File: config.mk
export PLATFORM = sky130hd
export DESIGN_NAME = frame_scanner_flat
export DESIGN_NICKNAME = d
export VERILOG_FILES = /design/src/rtl/display_pkg.sv /design/src/rtl/frame_scanner_if.sv /design/src/rtl/pipe_delay.sv /design/src/rtl/frame_scanner.sv /design/src/flat_wrapper.sv
export SDC_FILE = /design/constraint.sdc
export NUM_CORES = 1
export LEC_CHECK = 0
export ABC_AREA = 1
export BUFFER_PORTS_ARGS = -buffer_cell sky130_fd_sc_hd__buf_2
export CAP_MARGIN = 30
export CORE_ASPECT_RATIO = 0.5
export CORE_MARGIN = 2
export CORE_UTILIZATION = 55
export CTS_BUF_LIST = sky130_fd_sc_hd__clkbuf_8
export DETAILED_ROUTE_END_ITERATION = 8
export GPL_ROUTABILITY_DRIVEN = 0
export PLACE_DENSITY = 0.88
export SLEW_MARGIN = 20
export SYNTH_ARGS = -nofsm -noshare
export SYNTH_HDL_FRONTEND = slang
export SYNTH_HIERARCHICAL = 1
export SYNTH_SLANG_ARGS = --single-unit
export TNS_END_PERCENT = 100
File: constraint.sdc
create_clock -name clock -period 4.15 [get_ports clock]
set_input_delay 0.83 -clock clock [delete_from_list [all_inputs] [get_ports clock]]
set_output_delay 0.83 -clock clock [all_outputs]
set_load 0.02 [all_outputs]
File: src/rtl/display_pkg.sv
// Shared display timing defaults, layer word layout and counter widths
// for the sprite display path.
package display_pkg;
    localparam int DEF_H_ACTIVE = 1280;
    localparam int DEF_H_FP     = 48;
    localparam int DEF_H_SYNC   = 112;
    localparam int DEF_H_BP     = 248;
    localparam int DEF_V_ACTIVE = 1024;
    localparam int DEF_V_FP     = 1;
    localparam int DEF_V_SYNC   = 3;
    localparam int DEF_V_BP     = 38;
    localparam int DEF_PIPE_LAT = 3;
    localparam bit DEF_SYNC_POL = 1'b0;

    localparam int RGB_W   = 24;
    localparam int LAYER_W = 25;
    localparam int OPAQUE  = 0;
    localparam int COL_W   = 12;
    localparam int ROW_W   = 11;
    localparam int FCNT_W  = 16;

    localparam logic [RGB_W-1:0] DEF_BG_COLOR = 24'h000000;

    // Layer colour word: {rgb, opaque}, opaque in bit OPAQUE (LSB)
    typedef struct packed {
        logic [RGB_W-1:0] rgb;
        logic             opaque;
    } layer_t;
endpackage

File: src/rtl/frame_scanner_if.sv
// Scanner <-> layers/display bus: scan coordinates out, layer colours in,
// composited video and frame status out.
interface frame_scanner_if;
    import display_pkg::*;

    logic [COL_W-1:0]   display_col;
    logic [ROW_W-1:0]   display_row;
    logic               calc;
    logic [LAYER_W-1:0] enemy_color;
    logic [LAYER_W-1:0] player_color;
    logic [LAYER_W-1:0] bullet_color;
    logic               hit;
    logic [RGB_W-1:0]   rgb;
    logic               hsync;
    logic               vsync;
    logic               blank;
    logic               frame_start;
    logic [FCNT_W-1:0]  frame_count;

    modport master (
        output display_col, display_row, calc, hit, rgb, hsync, vsync,
               blank, frame_start, frame_count,
        input  enemy_color, player_color, bullet_color
    );

    modport slave (
        input  display_col, display_row, calc, hit, rgb, hsync, vsync,
               blank, frame_start, frame_count,
        output enemy_color, player_color, bullet_color
    );
endinterface

File: src/rtl/pipe_delay.sv
// Fixed-depth shift register with async active-low clear; lines up the
// scan timing terms with the layer colour returns.
module pipe_delay #(
    parameter int WIDTH = 3,
    parameter int DEPTH = 3
) (
    input  logic             clock,
    input  logic             reset,
    input  logic [WIDTH-1:0] d,
    output logic [WIDTH-1:0] q
);
    logic [DEPTH-1:0][WIDTH-1:0] sr;

    always_ff @(posedge clock or negedge reset) begin
        if (!reset) begin
            sr <= '0;
        end else begin
            sr[0] <= d;
            for (int i = 1; i < DEPTH; i++) sr[i] <= sr[i-1];
        end
    end

    assign q = sr[DEPTH-1];
endmodule

File: src/rtl/frame_scanner.sv
// Display scan generator and sprite-layer compositor: scan counters, calc
// window, sync timing, priority composite and enemy/bullet hit pulse.
module frame_scanner
    import display_pkg::*;
#(
    parameter int               H_ACTIVE = DEF_H_ACTIVE,
    parameter int               H_FP     = DEF_H_FP,
    parameter int               H_SYNC   = DEF_H_SYNC,
    parameter int               H_BP     = DEF_H_BP,
    parameter int               V_ACTIVE = DEF_V_ACTIVE,
    parameter int               V_FP     = DEF_V_FP,
    parameter int               V_SYNC   = DEF_V_SYNC,
    parameter int               V_BP     = DEF_V_BP,
    parameter int               PIPE_LAT = DEF_PIPE_LAT,
    parameter bit               SYNC_POL = DEF_SYNC_POL,
    parameter logic [RGB_W-1:0] BG_COLOR = DEF_BG_COLOR
) (
    input  logic            clock,
    input  logic            reset,
    frame_scanner_if.master bus
);
    localparam int H_TOTAL = H_ACTIVE + H_FP + H_SYNC + H_BP;
    localparam int V_TOTAL = V_ACTIVE + V_FP + V_SYNC + V_BP;
    localparam logic [COL_W-1:0] COL_LAST = COL_W'(H_TOTAL - 1);
    localparam logic [ROW_W-1:0] ROW_LAST = ROW_W'(V_TOTAL - 1);
    localparam logic [ROW_W-1:0] ROW_CALC = ROW_W'(V_ACTIVE);

    generate
        if (H_TOTAL > 4096 || V_TOTAL > 2048) begin : g_bad_timing
            $error("frame_scanner: H_TOTAL must be <= 4096 and V_TOTAL <= 2048");
        end
    endgenerate

    logic [COL_W-1:0]  col, col_nxt;
    logic [ROW_W-1:0]  row, row_nxt;
    logic              line_end, frame_end;
    logic              calc_q, frame_start_q;
    logic [FCNT_W-1:0] frame_count_q;

    always_comb begin
        line_end  = (col == COL_LAST);
        frame_end = line_end && (row == ROW_LAST);
        col_nxt   = line_end ? '0 : col + COL_W'(1);
        row_nxt   = row;
        if (frame_end)     row_nxt = '0;
        else if (line_end) row_nxt = row + ROW_W'(1);
    end

    // calc follows the next-cycle row so it changes together with display_row
    always_ff @(posedge clock or negedge reset) begin
        if (!reset) begin
            col           <= '0;
            row           <= '0;
            calc_q        <= 1'b0;
            frame_start_q <= 1'b0;
            frame_count_q <= '0;
        end else begin
            col           <= col_nxt;
            row           <= row_nxt;
            calc_q        <= (row_nxt >= ROW_CALC);
            frame_start_q <= frame_end;
            if (frame_end) frame_count_q <= frame_count_q + FCNT_W'(1);
        end
    end

    logic       vis, hs_raw, vs_raw;
    logic [2:0] term_d;
    logic       vis_d, hs_d, vs_d;

    always_comb begin
        vis    = (int'(col) < H_ACTIVE) && (int'(row) < V_ACTIVE);
        hs_raw = (int'(col) >= H_ACTIVE + H_FP) && (int'(col) < H_ACTIVE + H_FP + H_SYNC);
        vs_raw = (int'(row) >= V_ACTIVE + V_FP) && (int'(row) < V_ACTIVE + V_FP + V_SYNC);
    end

    pipe_delay #(.WIDTH(3), .DEPTH(PIPE_LAT)) u_align (
        .clock (clock),
        .reset (reset),
        .d     ({vis, hs_raw, vs_raw}),
        .q     (term_d)
    );

    assign vis_d = term_d[2];
    assign hs_d  = term_d[1];
    assign vs_d  = term_d[0];

    layer_t           enemy, player, bullet;
    logic [RGB_W-1:0] pix;

    assign enemy  = layer_t'(bus.enemy_color);
    assign player = layer_t'(bus.player_color);
    assign bullet = layer_t'(bus.bullet_color);

    // Lowest priority first so later assignments win
    always_comb begin
        pix = BG_COLOR;
        if (bullet.opaque) pix = bullet.rgb;
        if (enemy.opaque)  pix = enemy.rgb;
        if (player.opaque) pix = player.rgb;
    end

    logic [RGB_W-1:0] rgb_q;
    logic             hit_q, blank_q, hsync_q, vsync_q;

    always_ff @(posedge clock or negedge reset) begin
        if (!reset) begin
            rgb_q   <= '0;
            hit_q   <= 1'b0;
            blank_q <= 1'b1;
            hsync_q <= ~SYNC_POL;
            vsync_q <= ~SYNC_POL;
        end else begin
            rgb_q   <= vis_d ? pix : '0;
            hit_q   <= vis_d & enemy.opaque & bullet.opaque;
            blank_q <= ~vis_d;
            hsync_q <= hs_d ^ ~SYNC_POL;
            vsync_q <= vs_d ^ ~SYNC_POL;
        end
    end

    assign bus.display_col = col;
    assign bus.display_row = row;
    assign bus.calc        = calc_q;
    assign bus.hit         = hit_q;
    assign bus.rgb         = rgb_q;
    assign bus.hsync       = hsync_q;
    assign bus.vsync       = vsync_q;
    assign bus.blank       = blank_q;
    assign bus.frame_start = frame_start_q;
    assign bus.frame_count = frame_count_q;
endmodule

File: src/flat_wrapper.sv
// flat-port wrapper written by rule: the top's interface ports become plain ports
module frame_scanner_flat import display_pkg::*;
#(
    parameter int               H_ACTIVE = DEF_H_ACTIVE,
    parameter int               H_FP     = DEF_H_FP,
    parameter int               H_SYNC   = DEF_H_SYNC,
    parameter int               H_BP     = DEF_H_BP,
    parameter int               V_ACTIVE = DEF_V_ACTIVE,
    parameter int               V_FP     = DEF_V_FP,
    parameter int               V_SYNC   = DEF_V_SYNC,
    parameter int               V_BP     = DEF_V_BP,
    parameter int               PIPE_LAT = DEF_PIPE_LAT,
    parameter bit               SYNC_POL = DEF_SYNC_POL,
    parameter logic [RGB_W-1:0] BG_COLOR = DEF_BG_COLOR
)
  (clock, reset, bus_display_col, bus_display_row, bus_calc, bus_hit, bus_rgb, bus_hsync, bus_vsync, bus_blank, bus_frame_start, bus_frame_count, bus_enemy_color, bus_player_color, bus_bullet_color);
  frame_scanner_if bus_i ();
  input  logic clock;
  input  logic reset;
  output wire logic [$bits(bus_i.display_col)-1:0] bus_display_col;
  output wire logic [$bits(bus_i.display_row)-1:0] bus_display_row;
  output wire logic [$bits(bus_i.calc)-1:0] bus_calc;
  output wire logic [$bits(bus_i.hit)-1:0] bus_hit;
  output wire logic [$bits(bus_i.rgb)-1:0] bus_rgb;
  output wire logic [$bits(bus_i.hsync)-1:0] bus_hsync;
  output wire logic [$bits(bus_i.vsync)-1:0] bus_vsync;
  output wire logic [$bits(bus_i.blank)-1:0] bus_blank;
  output wire logic [$bits(bus_i.frame_start)-1:0] bus_frame_start;
  output wire logic [$bits(bus_i.frame_count)-1:0] bus_frame_count;
  input wire logic [$bits(bus_i.enemy_color)-1:0] bus_enemy_color;
  input wire logic [$bits(bus_i.player_color)-1:0] bus_player_color;
  input wire logic [$bits(bus_i.bullet_color)-1:0] bus_bullet_color;
  assign bus_display_col = bus_i.display_col;
  assign bus_display_row = bus_i.display_row;
  assign bus_calc = bus_i.calc;
  assign bus_hit = bus_i.hit;
  assign bus_rgb = bus_i.rgb;
  assign bus_hsync = bus_i.hsync;
  assign bus_vsync = bus_i.vsync;
  assign bus_blank = bus_i.blank;
  assign bus_frame_start = bus_i.frame_start;
  assign bus_frame_count = bus_i.frame_count;
  assign bus_i.enemy_color = bus_enemy_color;
  assign bus_i.player_color = bus_player_color;
  assign bus_i.bullet_color = bus_bullet_color;
  frame_scanner #(.H_ACTIVE(H_ACTIVE), .H_FP(H_FP), .H_SYNC(H_SYNC), .H_BP(H_BP), .V_ACTIVE(V_ACTIVE), .V_FP(V_FP), .V_SYNC(V_SYNC), .V_BP(V_BP), .PIPE_LAT(PIPE_LAT), .SYNC_POL(SYNC_POL), .BG_COLOR(BG_COLOR)) u_core (.clock(clock), .reset(reset), .bus(bus_i));
endmodule
=== Yosys cells after proc, flatten, opt, wreduce, memory -nomap -nowiden ===
Index checks and enable logic that the tools add are counted.

* $add $sub $neg: 3
* $lt $le $gt $ge: 7
* Eq/ne operators: 2
* Mux-type cells: 7
* Bitwise gates (word level): 5
* Reductions and logical operators: 4

{| class="wikitable"
|+ Operators by type and width
! cell !! count
|-
| 24-bit 2-to-1 mux || 4
|-
| 12-bit by 11-bit < comparator with 1-bit output, second input constant || 2
|-
| 11-bit >= comparator, second input constant || 2
|-
| 11-bit < comparator, second input constant || 2
|-
| 11-bit 2-to-1 mux || 2
|-
| 16-bit by 1-bit adder with 16-bit output, second input constant || 1
|-
| 12-bit by 1-bit adder with 12-bit output, second input constant || 1
|-
| 12-bit by 11-bit == test with 1-bit output, second input constant || 1
|-
| 12-bit by 11-bit >= comparator with 1-bit output, second input constant || 1
|-
| 12-bit 2-to-1 mux || 1
|-
| 11-bit by 1-bit adder with 11-bit output, second input constant || 1
|-
| 11-bit == test, second input constant || 1
|-
| 1-bit logical AND || 4
|-
| 1-bit NOT || 3
|-
| 1-bit AND || 2
|}

* Register bits: 78
* Word-level logic and storage cells: 41

=== Longest topological paths before layout ===
* Depth after elaboration: 4
* Depth in mapped cells: 9

=== Cells and area by module ===
Netlist, hierarchy kept.

{| class="wikitable"
|+ Modules (own cells, without submodules)
! module !! instances !! cells each !! area an instance (sq um)
|-
| frame_scanner || 1 || 499 || 3,749.8
|-
| pipe_delay || 1 || 12 || 247.7
|}

=== Worst setup path before layout ===
Ideal clock, no wire load.

* Kind: input to register
* From: in bus_enemy_color[0]
* To: reg u_core.rgb_q[15] (netlist: u_core/bus.rgb[15])
* Arrival: 1.602 ns
* Required time: 4.073 ns
* Setup slack: 2.471 ns
* Stages: 5
* Path buffers: 2
* Cell sequence: clkbuf_1 nor2_1 buf_2 nand2_1 a21oi_1

* Cells in the longest elaborated chain, start to end: 3

{| class="wikitable"
|+ Ends and longest elaborated chain
! what !! line !! text
|-
| start, declared || flat_wrapper.sv:30 || <nowiki>input wire logic [$bits(bus_i.enemy_color)-1:0] bus_enemy_color;</nowiki>
|-
| 24-bit 2-to-1 mux || frame_scanner.sv:98 || <nowiki>if (enemy.opaque) pix = enemy.rgb;</nowiki>
|-
| 24-bit 2-to-1 mux || frame_scanner.sv:99 || <nowiki>if (player.opaque) pix = player.rgb;</nowiki>
|-
| 24-bit 2-to-1 mux || frame_scanner.sv:113 || <nowiki>rgb_q <= vis_d ? pix : '0;</nowiki>
|-
| end signal, assigned || frame_scanner.sv:113 ||
|-
| end, declared || frame_scanner.sv:102 || <nowiki>logic [RGB_W-1:0] rgb_q;</nowiki>
|}

No other way between the ends.
A chain may end at the register's enable or synchronous reset.

=== Worst setup path in the final report ===
* From: reg u_core.row[0] (netlist: u_core/bus.display_row[0])
* To: reg u_core.frame_count_q[3] (netlist: u_core/bus.frame_count[3])

* Cells in the longest elaborated chain, start to end: 2

{| class="wikitable"
|+ Ends and longest elaborated chain
! what !! line !! text
|-
| start, declared || frame_scanner.sv:35 || <nowiki>logic [ROW_W-1:0] row, row_nxt;</nowiki>
|-
| start signal, assigned || frame_scanner.sv:59 || <nowiki>row <= row_nxt;</nowiki>
|-
| 11-bit == test || frame_scanner.sv:42 || <nowiki>frame_end = line_end && (row == ROW_LAST);</nowiki>
|-
| 1-bit logical AND || frame_scanner.sv:42 ||
|-
| end signal, assigned || frame_scanner.sv:62 || <nowiki>if (frame_end) frame_count_q <= frame_count_q + FCNT_W'(1);</nowiki>
|-
| end, declared || frame_scanner.sv:38 || <nowiki>logic [FCNT_W-1:0] frame_count_q;</nowiki>
|}

No other way between the ends.

==> results.toml <==
[outcome]
status = "finished clean"

[cts]
cts_resized = 0
cts_hold_buf = 0
ctsHtreeMaxLevel = 3
cts_made_buffers = 9
cts_buffer_depth = 2
cts_tree = "yes"
clkSlewWorstSetupHoldPaths_ps = 80
root_buffer = "clkbuf_8"
post_cts_buffers = 0
clk_latency_ps = 350
cts_sinks = 77

[layout]
fin_cells = 746
multi_input_area_mm2 = 0.00174
final_cell_mix = "buf_2, nand2_1, dfrtp_1"
fill_cells = 516
nets = 731
fin_area_mm2 = 0.00503
layout-drive-gt1-share_pct = 28.9
area_growth_pct = 25.9
register_area_mm2 = 0.00193
antenna_cells = 0

[routing]
dr.pass1.iters = 7
drt_iter0_drc = 288
ant_nets = 0
via_count = 3922
drt_wl_total_um = 10300
vias_per_cell = 5.26
wire_per_inst_um = 13.9
drc = 0

[critical_path]
r2r_end = "u_core/bus.frame_count[3]"
crit_start = "u_core/bus.display_row[0]"
crit_required_ps = 4420
worstPathMaxFanout = 20
endpoint = "u_core/bus.frame_count[3]"
ff2ff_path_depth = 7
worst_ep_arrival_time_ps = 2210
ff2ff_setup_slack_ps = 2220
startpoint_type = "register"
cp-end-kind = "register"
crit_type = "register to register"
worst_r2r_startpoint = "u_core/bus.display_row[0]"

[floorplanning]
die_x_um = 125
core-area_mm2 = 0.00686
start_util_pct = 58.3
die_y_um = 64.3
dieArea_mm2 = 0.00801
ios = 146
rows = 21

[pwr]
peakVddDrop_mv = 0.209
power_density_mw_per_mm2 = 333
p_leak_nw = 2.56

[min_path]
hold_class = "register to register"

[timing]
setup_slack_ps = 2220
rsz0062_at_grt = "false"
hold_ws_ps = 353
drv_slew = 0
final.setup.tns_ps = 0
finalSetupViolations = 0
worst_pin_slew_ps = 681
finalCritPeriodShare_pct = 46.6
fmax_ghz = 0.517
hold_violations = 0
slew_headroom_pct = 54.6
finClkSkew_ps = 6.14
finalCriticalPeriod_ps = 1930

[placement]
placed_area_mm2 = 0.00473
place_ws_ps = 2060
hpwl_um = 7200
placedCellCount = 729
io_buffers = 145

[synth]
yosysSeqAreaShare_pct = 48.3
synth_warnings = 6
synthArstFlopShare_pct = 100
synth_fp_nets = 593
synth_edf_count = 0
synth_top_area_share_pct = 46.3
ys_types = 29
netlist_instances = 511
syn_area_mm2 = 0.00400
ys.flop_type = "dfrtp_1"
ys_ff_latch = 77
synth_top_area_cell = "dfrtp_1"
ys_top_cells_by_area = "dfrtp_1, nand2_1, a21oi_1"
synth.avg_cell_area_um2 = 7.82

[global_route]
grt_usage_pct = 26.2
grt_pass1_vias = 3677
grt_overflow_total = 0
grt_pass1_wl_um = 17100
antenna_found_initial = 0
grt_max_degree = 78

[flow_run]
max-cap-violations = 0
==> state kept, by name, summed over array words and instances (netlist names) <==
signal and count:
u_core/bus.frame_start 1, u_core/bus.rgb 24, u_core/bus.display_col 12, u_core/bus.calc 1, u_core/bus.display_row 10, u_core/bus.vsync 1, u_core/bus.hsync 1, u_core/u_align/sr 6
u_core/bus.blank 1, u_core/bus.hit 1, u_core/bus.frame_count 16, u_core/u_align/q 3
==> through the flow <==
| step | power, mW | utilization [%] |
|---|---|---|
| 2_1_floorplan | 0.856 | - |
| 3_3_place_gp | 0.934 | 69.0 |
| 3_5_place_dp | 0.936 | 69.0 |
| 4_1_cts | 1.68 | 73.0 |
| 5_1_grt | 1.74 | 73.4 |
| 6_report | 1.67 | 73.4 |
==> Yosys cell counts (2+ instances only) <==
master / number
nor2_2: 4
nand3_1: 23
xor2_1: 10
buf_4: 6
nor3_1: 6
buf_2: 2
buf_6: 2
o21ai_2: 7
inv_2: 4
clkbuf_1: 10
nand3_4: 3
nand2_1: 144
a21oi_1: 54
nand4_1: 10
inv_1: 52
o21ai_0: 34
nand2_2: 2
dfstp_2: 3
dfrtp_1: 74
nor2_1: 48
ha_1: 5
==> cell type report <==
cell class | instances | area share, %
Sequential cell | 77 | 38.4
Clock buffer | 10 | 2.73
Timing Repair Buffer | 147 | 15.2
Multi-Input combinational cell | 357 | 34.5
Clock inverter | 6 | 2.66
Tap cell | 92 | 2.29
Inverter | 57 | 4.28
==> how the worst min path moves through the flow <==
stage                                    start                    to  cells after the start
after floorplan           u_core/u_align/sr[3]   u_core/u_align/q[0]                      0
after global placement    u_core/u_align/sr[5]   u_core/u_align/q[2]                      0
after detailed placement  u_core/u_align/sr[3]   u_core/u_align/q[0]                      0
after CTS                 u_core/u_align/sr[3]   u_core/u_align/q[0]                      0
after global routing      u_core/u_align/sr[2]  u_core/u_align/sr[5]                      0
final                     u_core/u_align/sr[3]   u_core/u_align/q[0]                      0
==> critical path, stage by stage (launching register included) <==
cell,delay (ps)
dfrtp_1,500
ha_1,220
inv_1,50
nor2_1,180
nand3_4,160
nor2_4,490
nand2_1,140
o21ai_2,90
==> per-layer routing <==
metal,vias up,GRT usage (%),routed length (um)
li1,1909,-,-
met1,1826,33.5,4260
met2,172,45.8,5230
met3,15,6.11,757
met4,0,6.74,99
met5,-,0,0
==> power breakdown <==
part           leakage (nW)  internal (mW)  total (mW)  switching [mW]
clock                 0.136          0.477       0.751           0.275
combinational          1.45         0.0575       0.147          0.0895
sequential            0.978          0.770       0.776         0.00631
==> cells by family after synthesis <==
family | count (synthesis) | synth area share, %
adders and majority gates | 5 | 1.56
and+or+nand+nor | 243 | 26.4
xor gates and xnor gates | 11 | 2.41
DFF | 77 | 48.3
buffers and inverters | 77 | 8.26
AOI/OAI and AO/OA | 98 | 13.0
Power figures use the tool's default switching activity.
